[src/rtl/procom_pkg.sv]
// Shared helpers for the conv datapath frame buffers: FSM encoding,
// address-width calculation and output-frame dimension derivation.
package procom_pkg;

    typedef enum logic {
        COLLECT = 1'b0,
        READOUT = 1'b1
    } state_t;

    function automatic int clogb2(input int value);
        int r;
        r = 0;
        for (int v = value - 1; v > 0; v = v >> 1) begin
            r++;
        end
        return (r < 1) ? 1 : r;
    endfunction

    // Valid-convolution output size along one axis.
    function automatic int out_dim(input int img, input int k);
        return img - k + 1;
    endfunction

endpackage

[src/rtl/conv_frame_collector_bram_sdp.sv]
// Simple dual-port RAM: one write port, one read port with a registered
// one-cycle read that holds its value when no read is issued.
module bram_sdp
    import procom_pkg::*;
#(
    parameter int WIDTH = 8,
    parameter int DEPTH = 64
) (
    input  logic                       clk,
    input  logic                       reset,
    input  logic                       we_i,
    input  logic [clogb2(DEPTH)-1:0]   waddr_i,
    input  logic [WIDTH-1:0]           wdata_i,
    input  logic                       re_i,
    input  logic [clogb2(DEPTH)-1:0]   raddr_i,
    output logic [WIDTH-1:0]           rdata_o
);

    logic [WIDTH-1:0] mem_q [DEPTH];
    logic [WIDTH-1:0] rdata_q;

    always_ff @(posedge clk) begin
        if (we_i) begin
            mem_q[waddr_i] <= wdata_i;
        end
    end

    // Only the output register is reset; array contents survive reset.
    always_ff @(posedge clk) begin
        if (reset) begin
            rdata_q <= '0;
        end else if (re_i) begin
            rdata_q <= mem_q[raddr_i];
        end
    end

    assign rdata_o = rdata_q;

endmodule

[src/rtl/conv_frame_collector.sv]
// Collects one convolved output frame into BRAM, then lets the host drain it.
// Build option: define RESULT_CLAMP_EN to saturate results instead of truncating.
module conv_frame_collector
    import procom_pkg::*;
#(
    parameter int RAM_WIDTH    = 8,
    parameter int IN_WIDTH     = 20,
    parameter int IMAGE_WIDTH  = 10,
    parameter int IMAGE_HEIGHT = 10,
    parameter int KERNEL_WIDTH = 3
) (
    input  logic                        clk,
    input  logic                        reset,
    input  logic                        i_conv_valid,
    input  logic signed [IN_WIDTH-1:0]  i_conv_data,
    input  logic                        i_read_valid,
    output logic [RAM_WIDTH-1:0]        o_data_from_mem,
    output logic                        o_read_valid,
    output logic                        o_frame_ready,
    output logic                        o_overflow
);

    localparam int OUT_W = out_dim(IMAGE_WIDTH, KERNEL_WIDTH);
    localparam int OUT_H = out_dim(IMAGE_HEIGHT, KERNEL_WIDTH);
    localparam int DEPTH = OUT_W * OUT_H;
    localparam int AW    = clogb2(DEPTH);
    localparam logic [AW-1:0] LAST_ADDR = AW'(DEPTH - 1);

`ifdef RESULT_CLAMP_EN
    localparam logic signed [IN_WIDTH-1:0] PIX_MAX = IN_WIDTH'((1 << RAM_WIDTH) - 1);

    function automatic logic [RAM_WIDTH-1:0] conv_to_pix(input logic signed [IN_WIDTH-1:0] d);
        if (d < 0) begin
            return '0;
        end else if (d > PIX_MAX) begin
            return '1;
        end
        return RAM_WIDTH'(d);
    endfunction
`else
    function automatic logic [RAM_WIDTH-1:0] conv_to_pix(input logic signed [IN_WIDTH-1:0] d);
        return RAM_WIDTH'(d);
    endfunction
`endif

    state_t            state_q;
    logic [AW-1:0]     wr_addr_q, wr_addr_d;
    logic [AW-1:0]     rd_addr_q, rd_addr_d;
    logic              frame_ready_q;
    logic              read_valid_q;
    logic              overflow_q;
    logic              wr_en;
    logic              rd_en;
    logic [RAM_WIDTH-1:0] pix;

    assign wr_en     = (state_q == COLLECT) && i_conv_valid;
    assign rd_en     = (state_q == READOUT) && i_read_valid;
    assign pix       = conv_to_pix(i_conv_data);
    assign wr_addr_d = (wr_addr_q == LAST_ADDR) ? '0 : wr_addr_q + 1'b1;
    assign rd_addr_d = (rd_addr_q == LAST_ADDR) ? '0 : rd_addr_q + 1'b1;

    always_ff @(posedge clk) begin
        if (reset) begin
            state_q       <= COLLECT;
            wr_addr_q     <= '0;
            rd_addr_q     <= '0;
            frame_ready_q <= 1'b0;
            read_valid_q  <= 1'b0;
            overflow_q    <= 1'b0;
        end else begin
            case (state_q)
                COLLECT: begin
                    read_valid_q <= 1'b0;
                    if (i_conv_valid) begin
                        wr_addr_q <= wr_addr_d;
                        if (wr_addr_q == LAST_ADDR) begin
                            state_q       <= READOUT;
                            frame_ready_q <= 1'b1;
                        end
                    end
                end
                READOUT: begin
                    read_valid_q <= i_read_valid;
                    // Frame not yet drained: incoming pixels are lost.
                    if (i_conv_valid) begin
                        overflow_q <= 1'b1;
                    end
                    if (i_read_valid) begin
                        rd_addr_q <= rd_addr_d;
                        if (rd_addr_q == LAST_ADDR) begin
                            state_q       <= COLLECT;
                            frame_ready_q <= 1'b0;
                        end
                    end
                end
                default: state_q <= COLLECT;
            endcase
        end
    end

    bram_sdp #(
        .WIDTH (RAM_WIDTH),
        .DEPTH (DEPTH)
    ) u_bram (
        .clk     (clk),
        .reset   (reset),
        .we_i    (wr_en),
        .waddr_i (wr_addr_q),
        .wdata_i (pix),
        .re_i    (rd_en),
        .raddr_i (rd_addr_q),
        .rdata_o (o_data_from_mem)
    );

    assign o_read_valid  = read_valid_q;
    assign o_frame_ready = frame_ready_q;
    assign o_overflow    = overflow_q;

endmodule

[config.mk]
export PLATFORM = sky130hd
export DESIGN_NAME = conv_frame_collector
export DESIGN_NICKNAME = d
export VERILOG_FILES = /design/src/rtl/procom_pkg.sv /design/src/rtl/conv_frame_collector_bram_sdp.sv /design/src/rtl/conv_frame_collector.sv
export SDC_FILE = /design/constraint.sdc
export NUM_CORES = 1
export LEC_CHECK = 0
export CORE_MARGIN = 2
export CORE_UTILIZATION = 50
export CTS_BUF_LIST = sky130_fd_sc_hd__clkbuf_4
export DETAILED_ROUTE_END_ITERATION = 16
export PLACE_DENSITY = 0.72
export REMOVE_ABC_BUFFERS = 1
export SKIP_LAST_GASP = 1
export SLEW_MARGIN = 0
export SYNTH_ARGS = -nofsm -noshare
export SYNTH_HDL_FRONTEND = slang
export SYNTH_HIERARCHICAL = 1
export SYNTH_SLANG_ARGS = --single-unit
[constraint.sdc]
create_clock -name clk -period 2.1 [get_ports clk]
set_input_delay 0.21 -clock clk [delete_from_list [all_inputs] [get_ports clk]]
set_output_delay 0.21 -clock clk [all_outputs]
set_load 0.05 [all_outputs]
# ---- Word level (Yosys, flattened, before mapping)
# Memories as Yosys holds them, arrays and structs flattened. A register that Yosys moved wholly into a read port is not among the register bits.
# Cells that the tools add are included.
# Widths: inputs -> output; s select.
dict set report classes {
  addsub 2
  eq_ne 6
  muxes 15
  bitwise_logic 1
  n_reduce_logical 6
}
# operator n
set op_table {}
lappend op_table {{$add 6x1->6 const B} 2}
lappend op_table {{$eq 6x6->1 const B} 2}
lappend op_table {{$mux 6} 2}
lappend op_table {{$mux 1} 10}
lappend op_table {{$pmux 1 s2} 3}
lappend op_table {{$reduce_and 2->1} 3}
lappend op_table {{$ne 2x1->1 const B} 2}
lappend op_table {{$ne 2x2->1 const B} 2}
lappend op_table {{$reduce_and 4->1} 1}
lappend op_table {{$logic_and 1x1->1} 2}
lappend op_table {{$not 1->1} 1}
dict set report totals {
  register_bits 16
  ram_bits 512
  output_inout_bits 11
  mem_count 1
}
# memory depth word_bits rd rd_clocked_by_memory_dff write_ports line_no
set memory_table {}
lappend memory_table {u_bram.mem_q 64 8 1 1 1 conv_frame_collector_bram_sdp.sv:19} ;# logic [WIDTH-1:0] mem_q [DEPTH];

# ---- Longest topological paths before layout
# Gate-level depths: netlist of run 1.
dict set report depth {
  depth_word 4
  depth_mapped 8
}

# ---- Hierarchy
# Netlist of run 1, hierarchy kept.
# module n_inst cells_per_inst area_per_inst_um2 seq_area_each_um2
set by_module_without_submodules {}
lappend by_module_without_submodules {bram_sdp 1 1039 20188.1 15534.9}
lappend by_module_without_submodules {conv_frame_collector 1 80 704.4 320.3}

# ---- Worst setup path before layout of run 1
# No wires, ideal clock.
dict set report synth_path {
  kind {reg2reg}
  startpoint {reg state_q}
  endpoint {mem u_bram.mem_q[48][0], enable pin}
  setup_time_ns 0.383
  arrival_time_ns 1.821
  required_time_ns 1.717
  setup_slack_ns -0.104
  stages_incl_launch_ff 6
  path_buffers 1
  cell_sequence {dfxtp_1 -> buf_6 -> nor2b_1 -> nor2b_1 -> nand4b_1 -> nor3_1}
}
dict set report synth_between {
  elab_chain_cells 4
}
# element line_no
set synth_rtl {}
lappend synth_rtl {{from (decl)} conv_frame_collector.sv:46} ;# state_t state_q;
lappend synth_rtl {{from (signal assigned)} conv_frame_collector.sv:64} ;# state_q <= COLLECT;
lappend synth_rtl {{from (signal assigned)} conv_frame_collector.sv:77} ;# state_q <= READOUT;
lappend synth_rtl {{from (signal assigned)} conv_frame_collector.sv:91} ;# state_q <= COLLECT;
lappend synth_rtl {{$not 1->1} -}
lappend synth_rtl {{$logic_and 1x1->1} conv_frame_collector.sv:56} ;# assign wr_en = (state_q == COLLECT) && i_conv_valid;
lappend synth_rtl {{named net wr_en} conv_frame_collector.sv:52} ;# logic wr_en;
lappend synth_rtl {{$mux 1} conv_frame_collector_bram_sdp.sv:23} ;# if (we_i) begin
lappend synth_rtl {{$mux 1 (not written as such)} conv_frame_collector_bram_sdp.sv:24} ;# mem_q[waddr_i] <= wdata_i;
lappend synth_rtl {{to (decl)} conv_frame_collector_bram_sdp.sv:19}
# The timed path passes the listed nets, and every way through them passes these cells.

==> run metrics, run 1 <==
f_max 471 MHz; ys async rst share 0; Crit Path Max Fanout 9; Reg2Reg Depth 5; Inserted Clock Buffers 133; setup repair after global routing missed its margin true; core area 0.0410 mm²; area share of and/or/nand/nor cells after synthesis 0.0460; LEAKAGE 7.98 nW; CP peak stage delay 0.61 ns; H-tree depth 4; vias per cell 5.90; met1 WL 19,200 µm; CTS tree done; Max Cap Viol 0; cell count after synthesis 1,119; Peak supply drop 399 µV; NumNets Final 1,404; Die ar. 0.0434 mm²; Skew-Pair Late Insertion Delay 0.80 ns; placed cell count 1,759; Max Slew Vio Count 0; initial antenna violation count 1; area of the multi-input gates 0.00474 mm²; adder and majority cell fraction of the synthesized area 0.00120; # setup viols final 5; Slowest-stage cell, CP mux4_1; final non-filler cell total 1,995; reg2reg setup slack -0.02 ns; Ports 35; Site Rows 74; Hold Crit Start i_conv_data[2]; multiplexer area fraction after synthesis 0.132; hold-critical path depth 1; CP Capture Type register; GPL Wtd Cong 0.824; via count 11,761; xor-xnor portion of the synthesized cell area 0.00126; vias in the first global route 12,058; WL/cell 24.1 µm; Reg clk slew, reported paths 0.07 ns; initial core utilization 0.509; grt ovf 0; total wire length 48,200 µm; critical path class reg -> reg; Seq/Total Area, Yosys 0.759; Layout Skew 0.0324 ns; Cell variety after synth 41; Buffers & Inverters on Critical Path 1; Post-DP HPWL 29,600 µm; Clock Tree Buf Depth 3; cells along the critical path buf_12 > mux4_1 > a22oi_2 > nand4_1 > a221o_1; first-pass GRT wire length 72,000 µm; final hold violations 0; arrival time worst endpoint 2.79 ns; pin count of the biggest net entering global routing 65; Worst EP required 2.77 ns; Ys Warns 6; R2R Path End u_bram/rdata_o[3]; highest routed metal layer met4; Die X 208 µm; HP Class in -> reg; Max-slew headroom 0.302; Die H 208 µm; failing checks setup timing; Tightest Pin Transition 1.05 ns; Port Buf Inserts 22; DR iter-0 viols 1,211; Layout fillers 2,943; Area Growth Syn to Fin 18.8%; WL met2 23,800 µm; global router's overall resource usage 0.224; CTS Root Cell clkbuf_4; Place WS -0.189 ns; register area 0.0159 mm²; final setup margin -0.0210 ns; Main synth FF type edfxtp_1; r2r startpoint rd_addr_q[0]; Synth Area in Compound Gates 0.0440; hold path endpoint u_bram/mem_q[57][2]; min Tclk post-route 2.12 ns; synthesis-stage register bit count 536; # DRC 0; number of synthesized flops with an enable pin 512; antenna viol nets, final 0; wire length on met3 3950 µm; CP delay by family, top compound AO/OA/AOI/OAI gates; cell area after synthesis 0.0209 mm²; CP startpoint kind register; # clock sinks 536; Syn Area/Cell 18.7 µm²; period utilization 1.01; combinational family with the most area after synthesis multiplexers; Initial DRT Pass Iterations 5; run status finished with violations; Power per Cell Area 823 mW/mm²; fraction of layout cells with a size suffix above 1 0.311
==> state kept, by name (all words and copies together), names as in the netlist <==
name,count
o_frame_ready,1
o_overflow,1
o_read_valid,1
rd_addr_q,6
state_q,1
u_bram/mem_q,512
u_bram/rdata_o,8
wr_addr_q,6
==> area by class of cell <==
type,count,area share
flip-flops and latches,536,0.639
clock inverters,22,0.00555
inverters,4,0.000605
multi-input cells,514,0.191
repair buffers,189,0.0770
diodes,2,0.000202
well taps,532,0.0268
clock buffers,196,0.0593
==> report_power, final <==
group / leakage (nW) / internal, mW / switching [mW]
combinational: 2.19 / 0.111 / 0.289
sequential: 4.80 / 11.7 / 0.0164
clock: 0.990 / 4.48 / 3.81
==> Yosys cell counts (all sizes together) (4+ instances only) <==
library cell	count	area (µm²)
edfxtp	512	15400
mux2i	129	1290
a22oi	96	721
nor2	75	282
mux4	64	1470
nand3	41	205
buf	39	231
clkbuf	26	97.6
dfxtp	24	480
nand4	21	138
nand2	14	52.6
a21oi	10	50.1
nor3b	10	75.1
a221o	8	80.1
nor2b	7	43.8
o21ai	5	25.0
or3	5	31.3
inv	4	15.0
nand3b	4	30.0
nor3	4	20.0
==> cell usage in the layout, fill, tap and decap left out, types with 3 or more instances in the layout <==
cell type and n:
a221o_1 8, dlygate4sd2_1 11, nand3_1 41, o21ai_0 5
buf_4 125, dfxtp_1 22, clkinv_1 9, nor3b_1 9
nand4_1 20, or3_1 5, buf_12 26, a21oi_1 10
nor3_1 4, nand3b_1 4, mux4_2 60, clkbuf_4 196
buf_16 4, buf_2 8, clkdlybuf4s50_1 3, edfxtp_1 512
nand2_1 14, mux2i_1 129, inv_2 9, a22oi_2 8
nor2b_1 5, nor2_1 73, a22oi_1 88, inv_1 4
dlygate4sd3_1 7, mux4_1 4
==> metal layers <==
metal  GRT usage  up-vias
met2       0.361      527
li1            -     5174
met4      0.0910        0
met1       0.298     5973
met3      0.0510       87
met5           0        -
==> kinds of logic after synthesis <==
logic type / count (synthesis)
flip-flops: 536
multiplexers: 193
AND/OR/NAND/NOR: 192
AO/OA/AOI/OAI: 124
buffers and inverters: 69
XOR/XNOR: 3
adder cells (fa/ha/maj): 2
==> stage by stage <==
step / hold WS, ns / power [mW] / setup TNS [ns] / util / cell area, µm²
after floorplan: 0.279 / 12.0 / -77.38 / - / 20600
after global placement: 0.519 / 12.3 / -20.58 / 0.558 / 22900
after detailed placement: 0.509 / 12.4 / -38.90 / 0.558 / 22900
after CTS: 0.122 / 20.6 / -0.0475 / 0.602 / 24700
after global routing: 0.161 / 21.2 / -0.347 / 0.605 / 24800
final: 0.190 / 20.4 / -0.0462 / 0.605 / 24800
==> how the worst max path moves through the flow <==
stage	startpoint	end	slack (ns)	depth (start not counted)
6_report	rd_addr_q[0]	u_bram/rdata_o[3]	-0.02	5
3_3_place_gp	i_conv_valid	u_bram/mem_q[10][4]	-0.15	7
3_5_place_dp	i_conv_valid	u_bram/mem_q[10][6]	-0.19	7
2_1_floorplan	rd_addr_q[2]	rd_addr_q[0]	-5.24	3
4_1_cts	rd_addr_q[0]	u_bram/rdata_o[5]	-0.03	5
5_1_grt	rd_addr_q[0]	u_bram/rdata_o[6]	-0.06	6
==> repair_timing <==
| action | in CTS | in global routing |
|---|---|---|
| resized for setup | 26 | 7 |
| endpoints found under the hold margin | 274 | 0 |
| setup endpoints to repair | 19 | 8 |
| setup buffers | 1 | 4 |
| pin swaps | 1 | 2 |
| hold buffers | 7 | 0 |
| gates cloned | 2 | 2 |
(Power assumes the default switching activity.)
==> run 2, diff against run 1 <==
CAP_MARGIN = 5   (was not set)
==> results of run 2 <==
The final DEF is identical to that of run 1; final timing and power are the same.
==> run 3, diff against run 2 <==
CTS_CLUSTER_DIAMETER = 120   (was not set)
==> results of run 3 <==
The final DEF is identical to that of run 1; final timing and power are the same.
